File: config.mk
export PLATFORM = sky130hd
export DESIGN_NAME = dpram_fifo_ctrl
export DESIGN_NICKNAME = d
export VERILOG_FILES = /design/src/rtl/dpram_pkg.sv /design/src/rtl/out_skid2.sv /design/src/rtl/dpram_fifo_ctrl.sv
export SDC_FILE = /design/constraint.sdc
export NUM_CORES = 1
export LEC_CHECK = 0
export CAP_MARGIN = 15
export CORE_ASPECT_RATIO = 1.2
export CORE_UTILIZATION = 37
export DETAILED_ROUTE_END_ITERATION = 10
export GPL_TIMING_DRIVEN = 0
export PLACE_DENSITY = 0.64
export SLEW_MARGIN = 20
export SYNTH_ARGS = -nofsm -noshare
export SYNTH_HDL_FRONTEND = slang
export SYNTH_HIERARCHICAL = 1
export SYNTH_SLANG_ARGS = --single-unit
File: constraint.sdc
create_clock -name clk -period 3.29 [get_ports clk]
set_input_delay 0.329 -clock clk [delete_from_list [all_inputs] [get_ports clk]]
set_output_delay 0.329 -clock clk [all_outputs]
set_load 0.02 [all_outputs]
File: src/rtl/dpram_pkg.sv
// Shared constants and types for the 16x8 dual-port RAM and its FIFO controller.
package dpram_pkg;
    localparam int unsigned DW    = 8;
    localparam int unsigned AW    = 4;
    localparam int unsigned DEPTH = 1 << AW;

    typedef logic [AW-1:0] ptr_t;
    typedef logic [AW:0]   cnt_t;
    typedef logic [DW-1:0] data_t;

    localparam cnt_t CNT_FULL = cnt_t'(DEPTH);
endpackage

File: src/rtl/out_skid2.sv
// Two-entry FIFO-ordered output buffer; slot0 is always the head.
module out_skid2
    import dpram_pkg::*;
(
    input  logic          clk,
    input  logic          rst,
    input  logic          push,
    input  logic [DW-1:0] push_data,
    input  logic          pop,
    output logic          head_valid,
    output logic [DW-1:0] head_data,
    output logic [1:0]    occupancy
);
    logic [1:0] occ_q, occ_d;
    data_t      slot0_q, slot0_d, slot1_q, slot1_d;

    // Pop shifts slot1 forward first, then a push lands in the first free slot.
    always_comb begin
        occ_d   = occ_q;
        slot0_d = slot0_q;
        slot1_d = slot1_q;
        if (pop && occ_q != 2'd0) begin
            slot0_d = slot1_q;
            occ_d   = occ_q - 2'd1;
        end
        if (push && occ_d != 2'd2) begin
            if (occ_d == 2'd0) slot0_d = push_data;
            else               slot1_d = push_data;
            occ_d = occ_d + 2'd1;
        end
    end

    always_ff @(posedge clk) begin
        if (!rst) begin
            occ_q   <= 2'd0;
            slot0_q <= '0;
            slot1_q <= '0;
        end else begin
            occ_q   <= occ_d;
            slot0_q <= slot0_d;
            slot1_q <= slot1_d;
        end
    end

    assign head_valid = (occ_q != 2'd0);
    assign head_data  = slot0_q;
    assign occupancy  = occ_q;
endmodule

File: src/rtl/dpram_fifo_ctrl.sv
// First-word-fall-through FIFO controller owning both ports of the external dual-port RAM.
module dpram_fifo_ctrl
    import dpram_pkg::*;
(
    input  logic          clk,
    input  logic          rst,
    input  logic          s_valid,
    output logic          s_ready,
    input  logic [DW-1:0] s_data,
    output logic          m_valid,
    input  logic          m_ready,
    output logic [DW-1:0] m_data,
    output logic          ram_we_a,
    output logic [AW-1:0] ram_add_a,
    output logic [DW-1:0] ram_data_a,
    output logic          ram_re_b,
    output logic [AW-1:0] ram_add_b,
    input  logic [DW-1:0] ram_out_b,
    output logic [AW:0]   count,
    output logic          full,
    output logic          empty
);
    ptr_t       wr_ptr_q, wr_ptr_d, rd_ptr_q, rd_ptr_d;
    cnt_t       count_q, count_d;
    logic       inflight_q, inflight_d;
    logic       en_q;
    logic       wr_fire, rd_issue, pop;
    logic [1:0] occ;

    // en_q keeps both streams closed for the first cycle after reset.
    assign full     = (count_q == CNT_FULL);
    assign s_ready  = en_q & ~full;
    assign wr_fire  = s_valid & s_ready;
    assign pop      = m_valid & m_ready;
    assign rd_issue = en_q && (count_q != '0) &&
                      ((3'(occ) + 3'(inflight_q) - 3'(pop)) < 3'd2);

    always_comb begin
        wr_ptr_d   = wr_ptr_q;
        rd_ptr_d   = rd_ptr_q;
        count_d    = count_q;
        inflight_d = rd_issue;
        if (wr_fire)  wr_ptr_d = wr_ptr_q + ptr_t'(1);
        if (rd_issue) rd_ptr_d = rd_ptr_q + ptr_t'(1);
        case ({wr_fire, rd_issue})
            2'b10:   count_d = count_q + cnt_t'(1);
            2'b01:   count_d = count_q - cnt_t'(1);
            default: count_d = count_q;
        endcase
    end

    always_ff @(posedge clk) begin
        if (!rst) begin
            wr_ptr_q   <= '0;
            rd_ptr_q   <= '0;
            count_q    <= '0;
            inflight_q <= 1'b0;
            en_q       <= 1'b0;
        end else begin
            wr_ptr_q   <= wr_ptr_d;
            rd_ptr_q   <= rd_ptr_d;
            count_q    <= count_d;
            inflight_q <= inflight_d;
            en_q       <= 1'b1;
        end
    end

    out_skid2 u_obuf (
        .clk        (clk),
        .rst        (rst),
        .push       (inflight_q),
        .push_data  (ram_out_b),
        .pop        (pop),
        .head_valid (m_valid),
        .head_data  (m_data),
        .occupancy  (occ)
    );

    assign ram_we_a   = wr_fire;
    assign ram_add_a  = wr_ptr_q;
    assign ram_data_a = s_data;
    assign ram_re_b   = rd_issue;
    assign ram_add_b  = rd_ptr_q;
    assign count      = count_q;
    assign empty      = (count_q == '0) & ~inflight_q & (occ == 2'd0);
endmodule
==> results.py <==
metrics = {
    "job": {
        "cap_violations": 0,
    },
    "timing": {
        "fin_ws_ns": 0.1053,
        "final.min_clock_period_ns": 3.185,
        "fmax_mhz": 314.0,
        "hold_viol": 0,
        "finalSetupViolations": 0,
        "relSlewSlack_pct": 66.39,
        "period_share_pct": 96.80,
        "tightest_slew_ns": 0.4995,
        "slew_viol_final": 0,
        "skew_ns": 0.006136,
        "rsz0062_at_grt": "no",
    },
    "setup_path": {
        "slowest_delay_ns": 0.49,
        "rrSetupSlack_ns": 0.11,
        "end_kind": "flop",
        "slowest_stage": "or4b_4",
        "r2r-start": "u_obuf/occupancy[0]",
        "cp.buffers_inverters": 3,
        "timing.rr.end": "count[3]",
        "crit_chain": "inv_4, ha_4, inv_4, and2_4, ha_4, nand2b_4, fa_2, xnor2_2, o2111ai_4, inv_4, ha_4, ha_1, a21o_1, a21oi_2, or4b_4, nand3_2",
        "worst-path-max-fanout": 6,
        "cp.required_ns": 3.51,
        "rr_worst_depth": 16,
        "crit_type": "reg2reg",
        "crit_path_start_kind": "flop",
        "cp_top_family": "adder cells",
        "cp.arrival_ns": 3.41,
    },
    "power_and_ir_drop": {
        "p_leak_nw": 1.124,
        "ir_drop_mv": 0.3758,
        "power.density_nw_per_um2": 884.3,
        "power_w": 0.002347,
    },
    "logic_synthesis": {
        "synth_top_area_cell": "dfxtp_1",
        "synth_seq_area_share_pct": 36.16,
        "synth.cells.most_frequent": "33 x dfxtp_1, 27 x nand2_1, 10 x mux2i_1",
        "synth_cell_type_count": 43,
        "synth_area_um2": 1827,
        "synthArstFlopShare_pct": 0,
        "synth_area_per_cell_um2": 9.564,
        "ys.flop_type": "dfxtp_1",
        "syn_nets": 222,
        "synth_enable_flop_cells": 0,
        "yosys_register_bits": 33,
        "synth_area_leaders": "dfxtp_1 36%, ha_1 6.2%, nand2_1 5.5%, mux2i_1 5.5%, mux2_2 4.9%",
        "yosysMostFrequentCell": "dfxtp_1",
        "synthesis.instances": 191,
        "yosysTopAreaCellShare_pct": 36.16,
        "synth_warnings": 6,
    },
    "run_status": {
        "outcome": "completed",
    },
    "global_routing": {
        "antenna_found_initial": 0,
        "overflow": 0,
        "track_usage_pct": 15.71,
        "grt_max_degree": 11,
        "grt_pass1_vias": 1365,
        "grt_pass1_wl_um": 6334,
    },
    "detailed_routing": {
        "detail-route-antenna-nets": 0,
        "drcViolationCount": 0,
        "routed_wl_um": 3999,
        "vias_per_cell": 4.819,
        "via_count": 1494,
        "drt-initial-drc-count": 53,
        "dr.pass1.iters": 4,
        "wl_per_cell_um": 12.90,
    },
    "finish": {
        "area_growth_pct": 45.27,
        "diodes": 0,
        "drive_above_1_share_pct": 26.19,
        "final_cells": 310,
        "fin_util_pct": 56.92,
        "finish.net_count": 282,
    },
    "place": {
        "gp_congestion": 0.7520,
        "dp_cells": 295,
        "pre_cts_slack_ns": -0.1962,
        "dp_hpwl_um": 2806,
        "numPortBuffers": 46,
    },
    "floorplan": {
        "die_w_um": 66.14,
        "core_um2": 4662,
        "rows": 27,
        "dieArea_um2": 5223,
        "die_y_um": 78.97,
        "start_util_pct": 39.18,
        "io_pins": 55,
    },
    "clock_network": {
        "clock_sinks": 33,
        "clockBufferDepth": 2,
        "cts_inserted_buffers": 5,
        "clock-root-buffer": "clkbuf_8",
        "insertion_delay_ns": 0.28,
        "cts_htree_levels": 2,
        "path_clk_slew_ns": 0.07,
        "cts_tree": "yes",
    },
    "min_path": {
        "whs_path_depth": 2,
        "hold_path_class": "reg2reg",
        "min_to": "u_obuf/slot1_q[2]",
        "min-delay-start": "u_obuf/slot1_q[2]",
    },
}
cells in the final DEF (no fill, tap or decap), drive strengths merged, types with 9 or more instances in the layout:
master         netlist  final
dfxtp               33     33
and2                 9      9
mux2i               10     10
nand2               28     28
inv                  9      9
buf                 10     18
o21ai               12     12
clkdlybuf4s50        0     45
ha                   9      9
clkbuf               6     13
o211ai               9      9
routing by layer:
layer  wire, µm  share of wire (%)  global-route usage (%)  vias to the layer above
met5          0                  0                       0                        -
met1       1833                 46                   19.88                      662
met3        174                4.4                   3.017                        4
li1           -                  -                       -                      782
met4         50                1.3                   5.319                        0
met2       1941                 49                   26.33                       46
registers in the layout, summed over array words and instances (netlist names):
signal / cells
u_obuf/head_data: 8
u_obuf/slot1_q: 8
count: 5
ram_add_a: 4
ram_add_b: 4
u_obuf/occupancy: 2
en_q: 1
inflight_q: 1
power breakdown:
group | internal, W | switching (W) | total (W)
sequential | 0.000483 | 0.000101 | 0.000585
combinational | 0.000722 | 0.000677 | 0.00140
clock | 0.000216 | 0.000148 | 0.000364
total | 0.00142 | 0.000926 | 0.00235
worst min-delay path, cell delays in order, from the launching register on:
cell and delay [ns]:
dfxtp_1 0.31, nand2_1 0.05, mux2i_1 0.05
cells by family after synthesis:
group	synth area share, %
AND/OR/NAND/NOR	18.56
flip-flops	36.16
multiplexers	10.41
XOR/XNOR	4.247
buffers and inverters	7.192
AO/OA/AOI/OAI	15.07
adder cells (fa/ha/maj)	8.356
worst max-delay path by stage:
stage                        startpoint        to  cells past startpoint
floorplan           u_obuf/occupancy[1]  count[3]                     16
global placement                m_ready  count[3]                     11
detailed placement              m_ready  count[3]                     11
CTS                 u_obuf/occupancy[0]  count[3]                     16
global route        u_obuf/occupancy[0]  count[3]                     16
finish              u_obuf/occupancy[0]  count[3]                     16
what timing repair did:
action                     in CTS  in global routing
setup endpoints to repair       3                  3
gates resized for setup         1                 12
hold buffers                    0                  0
pin swaps                       0                  5
buffers inserted                1                  7
cell type report:
class	count	area, µm²
Buffer	15	93.84
Clock buffer	8	111.4
Fill cell	447	2008
Inverter	9	43.79
Multi-Input combinational cell	133	1145
Sequential cell	33	668.1
Tap cell	58	72.57
Timing Repair Buffer	54	519.2
stage by stage:
| step | hold WS [ns] | setup TNS (ns) | cell area (µm²) |
|---|---|---|---|
| after floorplan | 0.3567 | 0 | 1884 |
| after global placement | 0.4441 | -0.2583 | 2417 |
| after detailed placement | 0.4493 | -0.2867 | 2417 |
| after CTS | 0.4612 | -0.04657 | 2531 |
| after global routing | 0.4838 | 0 | 2654 |
| final | 0.4561 | 0 | 2654 |
Power figures use the tool's default switching activity.
